<file path="config.mk">
export PLATFORM = sky130hd
export DESIGN_NAME = instr_boot_loader
export DESIGN_NICKNAME = d
export VERILOG_FILES = /design/src/rtl/instr_boot_loader.sv
export SDC_FILE = /design/constraint.sdc
export NUM_CORES = 1
export LEC_CHECK = 0
export ABC_AREA = 1
export BUFFER_PORTS_ARGS = -buffer_cell sky130_fd_sc_hd__buf_2
export CAP_MARGIN = 20
export CORE_AREA = 2 2 86 88
export DETAILED_ROUTE_END_ITERATION = 10
export DIE_AREA = 0 0 88 90
export GPL_ROUTABILITY_DRIVEN = 0
export PLACE_DENSITY_LB_ADDON = 0.2
export SYNTH_ARGS = -nofsm -noshare
export SYNTH_HDL_FRONTEND = slang
export SYNTH_SLANG_ARGS = --single-unit
</file>
<file path="constraint.sdc">
create_clock -name clk -period 3.01 [get_ports clk]
set_clock_uncertainty 0.1 [all_clocks]
set_input_delay 0.301 -clock clk [delete_from_list [all_inputs] [get_ports clk]]
set_output_delay 0.301 -clock clk [all_outputs]
set_load 0.005 [all_outputs]
</file>
<file path="src/rtl/instr_boot_loader.sv">
`timescale 1ns/1ps
`default_nettype none
// ============================================================================
// Module   : instr_boot_loader
// Purpose  : Program-load stage for the instruction memory. Receives a byte
//            stream made of a 16-bit little-endian word-count header followed
//            by little-endian 32-bit instruction words. Each assembled word is
//            written to consecutive word addresses from 0 with a
//            request/valid handshake. core_enable is raised once the whole
//            program has been written.
// Ports    : clk, rst (async, active-high)
//            start                  - begin a load (IDLE/DONE/ERR only)
//            rx_data/rx_valid/rx_ready - byte stream handshake
//            mem_request/mem_we_re/mem_mask/mem_address/mem_w_data/mem_valid
//                                   - instruction-memory write port
//            core_enable            - program loaded, core may run
//            load_error             - header count larger than memory depth
//            words_loaded           - words written since last start
// Revision : 1.0 - initial release
// ============================================================================
module instr_boot_loader #(
    parameter int ADDR_W = 8
) (
    input  logic              clk,
    input  logic              rst,
    input  logic              start,
    input  logic [7:0]        rx_data,
    input  logic              rx_valid,
    output logic              rx_ready,
    output logic              mem_request,
    output logic              mem_we_re,
    output logic [3:0]        mem_mask,
    output logic [ADDR_W-1:0] mem_address,
    output logic [31:0]       mem_w_data,
    input  logic              mem_valid,
    output logic              core_enable,
    output logic              load_error,
    output logic [ADDR_W:0]   words_loaded
);

    localparam logic [2:0] c_S_IDLE  = 3'd0;
    localparam logic [2:0] c_S_LEN0  = 3'd1;
    localparam logic [2:0] c_S_LEN1  = 3'd2;
    localparam logic [2:0] c_S_BYTE  = 3'd3;
    localparam logic [2:0] c_S_WRITE = 3'd4;
    localparam logic [2:0] c_S_DONE  = 3'd5;
    localparam logic [2:0] c_S_ERR   = 3'd6;

    // Memory depth, one bit wider than the 16-bit header so 2**16 is representable.
    localparam logic [16:0] c_DEPTH = 17'(1) << ADDR_W;

    logic [2:0]        r_state;
    logic [15:0]       r_len;
    logic [1:0]        r_byte_idx;
    logic [ADDR_W-1:0] r_addr;
    logic [ADDR_W:0]   r_count;
    logic [31:0]       r_data;
    logic              r_core_enable;
    logic              r_load_error;

    logic              w_rx_ready;
    logic              w_accept;
    logic [15:0]       w_len_full;
    logic [ADDR_W:0]   w_count_next;
    logic              w_last_word;

    // rx_ready is a pure decode of the state so the stream stalls while a
    // write is outstanding and in every non-receiving state.
    assign w_rx_ready   = (r_state == c_S_LEN0) || (r_state == c_S_LEN1) ||
                          (r_state == c_S_BYTE);
    assign w_accept     = rx_valid && w_rx_ready;
    assign w_len_full   = {rx_data, r_len[7:0]};
    assign w_count_next = r_count + 1'b1;
    assign w_last_word  = (17'(w_count_next) == {1'b0, r_len});

    always_ff @(posedge clk or posedge rst) begin
        if (rst) begin
            r_state       <= c_S_IDLE;
            r_len         <= '0;
            r_byte_idx    <= '0;
            r_addr        <= '0;
            r_count       <= '0;
            r_data        <= '0;
            r_core_enable <= 1'b0;
            r_load_error  <= 1'b0;
        end else begin
            case (r_state)
                c_S_IDLE, c_S_DONE, c_S_ERR: begin
                    if (start) begin
                        r_state       <= c_S_LEN0;
                        r_addr        <= '0;
                        r_count       <= '0;
                        r_byte_idx    <= '0;
                        r_core_enable <= 1'b0;
                        r_load_error  <= 1'b0;
                    end
                end
                c_S_LEN0: begin
                    if (w_accept) begin
                        r_len[7:0] <= rx_data;
                        r_state    <= c_S_LEN1;
                    end
                end
                c_S_LEN1: begin
                    if (w_accept) begin
                        r_len[15:8] <= rx_data;
                        if (w_len_full == 16'd0) begin
                            r_state       <= c_S_DONE;
                            r_core_enable <= 1'b1;
                        end else if ({1'b0, w_len_full} > c_DEPTH) begin
                            r_state      <= c_S_ERR;
                            r_load_error <= 1'b1;
                        end else begin
                            r_state <= c_S_BYTE;
                        end
                    end
                end
                c_S_BYTE: begin
                    if (w_accept) begin
                        r_data[8*r_byte_idx +: 8] <= rx_data;
                        r_byte_idx                <= r_byte_idx + 1'b1;
                        if (r_byte_idx == 2'd3) begin
                            r_state <= c_S_WRITE;
                        end
                    end
                end
                c_S_WRITE: begin
                    if (mem_valid) begin
                        // Address wraps naturally; it only reaches the top
                        // when the header asked for the full memory depth.
                        r_addr  <= r_addr + 1'b1;
                        r_count <= w_count_next;
                        if (w_last_word) begin
                            r_state       <= c_S_DONE;
                            r_core_enable <= 1'b1;
                        end else begin
                            r_state <= c_S_BYTE;
                        end
                    end
                end
                default: begin
                    r_state <= c_S_IDLE;
                end
            endcase
        end
    end

    assign rx_ready     = w_rx_ready;
    assign mem_request  = (r_state == c_S_WRITE);
    assign mem_we_re    = mem_request;
    assign mem_mask     = mem_request ? 4'b1111 : 4'b0000;
    assign mem_address  = r_addr;
    assign mem_w_data   = r_data;
    assign core_enable  = r_core_enable;
    assign load_error   = r_load_error;
    assign words_loaded = r_count;

endmodule
`default_nettype wire

</file>
Yosys cells after proc, flatten, opt, wreduce, memory -nomap -nowiden
Cells that the tools add are included.
{ "word_totals": {"rom_bits": 0, "output_inout_bits": 58, "ram_bits": 0, "input_bits": 13, "latchBits": 0, "regBits": 72, "n_memories": 0, "wordCells": 83} }
{ "op_classes": {"bitwise_logic": 0, "multipliers": 0, "reduce_logical": 18, "shifts": 2, "eq_ne": 18, "n_div": 0, "order_cmp": 1, "muxes": 31, "add_sub_neg": 4} }
{ "op_table": {"columns": ["op", "n"], "rows": [
  ["$neg A5 Y34", 1],
  ["$shift A8 B34 Y32 const A", 1],
  ["$shiftx A8 B34 Y32", 1],
  ["$bwmux W32", 1],
  ["$mux W3", 9],
  ["$mux W9", 2],
  ["$pmux W9 S2", 1],
  ["$eq A9 B16 Y1", 1],
  ["$gt A16 B9 Y1 const B", 1],
  ["$logic_not A16 Y1", 1],
  ["$mux W8", 2],
  ["$pmux W8 S2", 1],
  ["$pmux W3 S5", 1],
  ["$reduce_and A6 Y1", 2],
  ["$ne A2 B1 Y1 const B", 5],
  ["$ne A2 B2 Y1 const B", 5],
  ["$add A9 B1 Y9 const B", 1],
  ["$eq A3 B3 Y1 const B", 3],
  ["$add A8 B1 Y8 const B", 1],
  ["$mux W1", 8],
  ["$eq A3 B2 Y1 const B", 2],
  ["$reduce_and A2 Y1", 3],
  ["$reduce_and A3 Y1", 2],
  ["$reduce_bool A2 Y1", 3],
  ["14 further kinds", 16]
]} }

Longest topological paths before layout
{ "logic_depth": {"word_depth": 6, "mapped_depth": 14, "mapped_depth_nobuf": 14} }

Worst setup path before layout
OpenSTA, ideal clock, no wires.
{ "synth_path": {"path_kind": "register to register", "startpoint": "register r_byte_idx[0]", "endpoint": "register r_data[16], in the netlist mem_w_data[16]", "required_ps": 2833, "setup_time_ps": 77, "t_arrival_ps": 1914, "path_stages_with_launch": 8, "n_path_buf": 1, "period_less_slack_ps": 2092, "setup_slack_ps": 918, "path_cell_list": "dfrtp_1 -> clkbuf_1 -> inv_1 -> ha_1 -> inv_1 -> nor3_1 -> nand2_1 -> a21oi_1"} }
{ "synth_between": {"elab_chain_cells": 3, "elab_cells_between_ends": 4, "classes_between": "1 x add/sub; 2 x shift; 1 x mux"} }
{ "synth_lines": {"columns": ["element", "line_no", "rtl"], "rows": [
  ["start: declaration", "54", "logic [1:0] r_byte_idx;"],
  ["start signal: assignment", "121", "r_byte_idx <= r_byte_idx + 1'b1;"],
  ["$neg A5 Y34 (*)", "120", "r_data[8*r_byte_idx +: 8] <= rx_data;"],
  ["$shiftx A8 B34 Y32 / $shift A8 B34 Y32 (equally long branches)", "120", null],
  ["$bwmux W32 (*)", "120", null],
  ["end signal: indexed assignment", "120", null],
  ["end: declaration", "57", "logic [31:0] r_data;"]
]} }
Mark *: on every way between the ends. The rest lies on a longest branch, timed or not.
A chain may end at the register's enable or synchronous reset.

Worst setup path after layout
{ "layout_path": {"startpoint": "register r_byte_idx[0]", "endpoint": "register r_data[0], in the netlist mem_w_data[0]"} }
The elaborated chain is that of the path after synthesis.

==> metrics.md <==
| Metric | Value |
|---|---|
| CP Class | `reg -> reg` |
| Met3 Use GR | `3.12%` |
| Crit path launch type | `register` |
| CP endpoint kind | `register` |
| Crit path time final | `2.01 ns` |
| Seq/Total Area, Yosys | `46.8%` |
| Syn_nets | `509` |
| Commonest cells after routing, fill and taps aside | `126 x nand2_1, 72 x dfrtp_1, 70 x buf_2` |
| NumNets Final | `582` |
| Synth Warn # | `0` |
| Chip Width | `88 um` |
| Tot Pwr | `3540 uW` |
| Root Driver | `clkbuf_8` |
| Clock H-tree levels | `3` |
| DRC Markers | `0` |
| Largest net degree at the start of global routing | `31` |
| Critical path origin | `r_byte_idx[0]` |
| Longest Clk Path Bufs | `2` |
| Leak | `0.00248 uW` |
| Int Power | `2120 uW` |
| Non-Filler Instances | `665` |
| Crit-path max FO | `13` |
| DR WL/cell | `13.7 um` |
| Flop pwr share | `38.7%` |
| Worst path arrival time | `2.18 ns` |
| Synth Cell Area | `0.00385 mm2` |
| Max Cap Viol | `0` |
| Gr ovfl total | `0` |
| R2R cell count | `6` |
| RR Startpoint | `r_byte_idx[0]` |
| Overall global routing resource usage | `24.5%` |
| Final Hold Viols | `0` |
| Combinational fraction of design power | `37.9%` |
| Vias | `3529` |
| Most frequent standard cell in the layout excluding fill and tap cells | `nand2_1` |
| Met1 GRT Util | `33.8%` |
| Cell variety after synth | `36` |
| Grt peak-use layer | `met2` |
| CTS tree | `yes` |
| Share of cells above drive strength 1 | `21.9%` |
| Diode count | `0` |
| Pwr per Cell Area | `788 mW/mm2` |
| Row count | `31` |
| Die Y | `90 um` |
| Iter 0 DRT Violations | `223` |
| Clk_lat worst skew | `0.35 ns` |
| # IOs | `71` |
| Switching share of power | `40.3%` |
| Met2 usage | `39.1%` |
| Status | `finished clean` |
| Worst-path clk slew | `0.08 ns` |
| Final setup vio count | `0` |
| PortBufs | `70` |
| Vias in the first global route | `3311` |
| Hold Startpoint | `rx_data[6]` |
| Clk sink count | `72` |
| Worst Hold End | `r_len[14]` |
| Slew @ Worst Pin | `0.522 ns` |
| Drt pass-1 iters | `5` |
| Slew HR | `65.1%` |
| Syn avg cell area | `7.90 um2` |
| Area of the die | `0.00792 mm2` |
| First-pass GRT wire length | `15300 um` |
| CTS buffer count | `9` |
| Clock Power Share | `23.4%` |
| Worst hold path type | `in -> reg` |
| RSZ-0062 raised after global routing | `no` |
| Cells after synthesis | `488` |
| Total detailed-routing wirelength | `9130 um` |
| Register bit total from synthesis | `72` |
| Fmax | `498 MHz` |
| WHS Path Cells | `3` |
| Worst R2R End | `mem_w_data[0]` |
| Layout area overhead | `16.7%` |
| Max Slew Vio Count | `0` |
| Core area | `0.00702 mm2` |
| Starting density of the core | `54.9%` |
| Main synth FF type | `dfrtp_1` |
| Post-synth ARST share | `100%` |
| Cell total after placement | `648` |
| Post-CTS Setup Bufs | `0` |
| Worst EP required | `3.18 ns` |
| Setup TNS | `0 ns` |
| Vias per cell | `5.31` |
| Post-DP HPWL | `6730 um` |
| Min Hold Slack | `0.136 ns` |
| DRT antenna net count | `0` |
| Initial antenna violation count | `0` |
| Period utilization | `66.6%` |
| Switching pwr | `1430 uW` |
| Max VDD drop | `432 uV` |
| R2r setup slk | `1.00 ns` |
| Post-synth EDFFs | `0` |
synthesized netlist by cell type (2+ instances only):
master / instances / area [um2]
a21oi_1: 13 / 65.1
buf_4: 7 / 52.6
clkbuf_1: 5 / 18.8
dfrtp_1: 72 / 1800
ha_1: 8 / 100
inv_1: 61 / 229
inv_2: 4 / 15.0
inv_4: 2 / 12.5
nand2_1: 126 / 473
nand2_2: 4 / 25.0
nand2_4: 2 / 22.5
nand3_1: 44 / 220
nand3_2: 3 / 30.0
nand4_1: 9 / 56.3
nor2_1: 34 / 128
nor2_2: 7 / 43.8
nor2_4: 4 / 45.0
nor2_8: 2 / 40.0
nor3_1: 4 / 20.0
o21ai_0: 53 / 265
o21ai_1: 2 / 10.0
o22ai_1: 8 / 50.1
sequential cells by signal, indices dropped and copies added (netlist names):
name          cells
mem_w_data       32
r_len            16
words_loaded      9
mem_address       8
r_state           3
r_byte_idx        2
core_enable       1
load_error        1
final cells by class:
cell class / count / area (um2)
clock buffer: 10 / 128
clock inverter: 6 / 83.8
sequential: 72 / 1800
multi-input combinational: 334 / 1700
inverter: 69 / 269
timing repair buffer: 75 / 390
fill: 621 / 2520
tap: 99 / 124
how the worst max path moves through the flow:
stage / end / slack [ns] / depth (start not counted)
floorplan: core_enable / 0.78 / 1
global placement: mem_w_data[3] / 1.05 / 6
finish: mem_w_data[0] / 1.00 / 6
detailed placement: mem_w_data[0] / 0.99 / 6
CTS: mem_w_data[0] / 0.95 / 6
global route: mem_w_data[7] / 0.75 / 6
layer usage:
layer | wire length (um) | vias to the layer above | share of wire, %
met3 | 536 | 12 | 5.9
met1 | 4110 | 1658 | 45
met2 | 4330 | 138 | 47
li1 | - | 1721 | -
met5 | 0 | - | 0
met4 | 156 | 0 | 1.7
cell families after synthesis:
family	after synthesis	share of synthesized area, %
AO/OA/AOI/OAI	81	11.4
XOR/XNOR	1	0.227
adder cells (fa/ha/maj)	8	2.60
buffers and inverters	82	9.12
flip-flops	72	46.8
AND/OR/NAND/NOR	244	29.9
timing repair:
| action | 4_1_cts | 5_1_grt |
|---|---|---|
| setup endpoints to repair | 0 | 0 |
| endpoints found under the hold margin | 18 | 0 |
| gates resized for setup | 0 | 0 |
| hold buffers | 1 | 0 |
worst max-delay path, cell delays in order, from the launching register on:
cell and delay (ns):
dfrtp_1 0.58, inv_1 0.18, ha_1 0.39, nor3b_1 0.26
buf_4 0.20, nand2_1 0.06, a21oi_1 0.16
power by group through the flow:
stage / Combinational (uW) / Sequential (uW) / Clock, uW
floorplan: 1010 / 1340 / 0
global placement: 1300 / 1380 / 0
detailed placement: 1340 / 1380 / 0
CTS: 1350 / 1370 / 847
global route: 1530 / 1400 / 887
finish: 1340 / 1370 / 831
through the flow:
step,util [%],cell area (um2),worst slack [ns]
global route,64.1,4500,0.754
CTS,64.1,4500,0.949
detailed placement,60.9,4280,0.994
finish,64.1,4500,1.00
floorplan,-,3850,0.784
global placement,60.9,4280,1.05
Power figures use the tool's default switching activity.
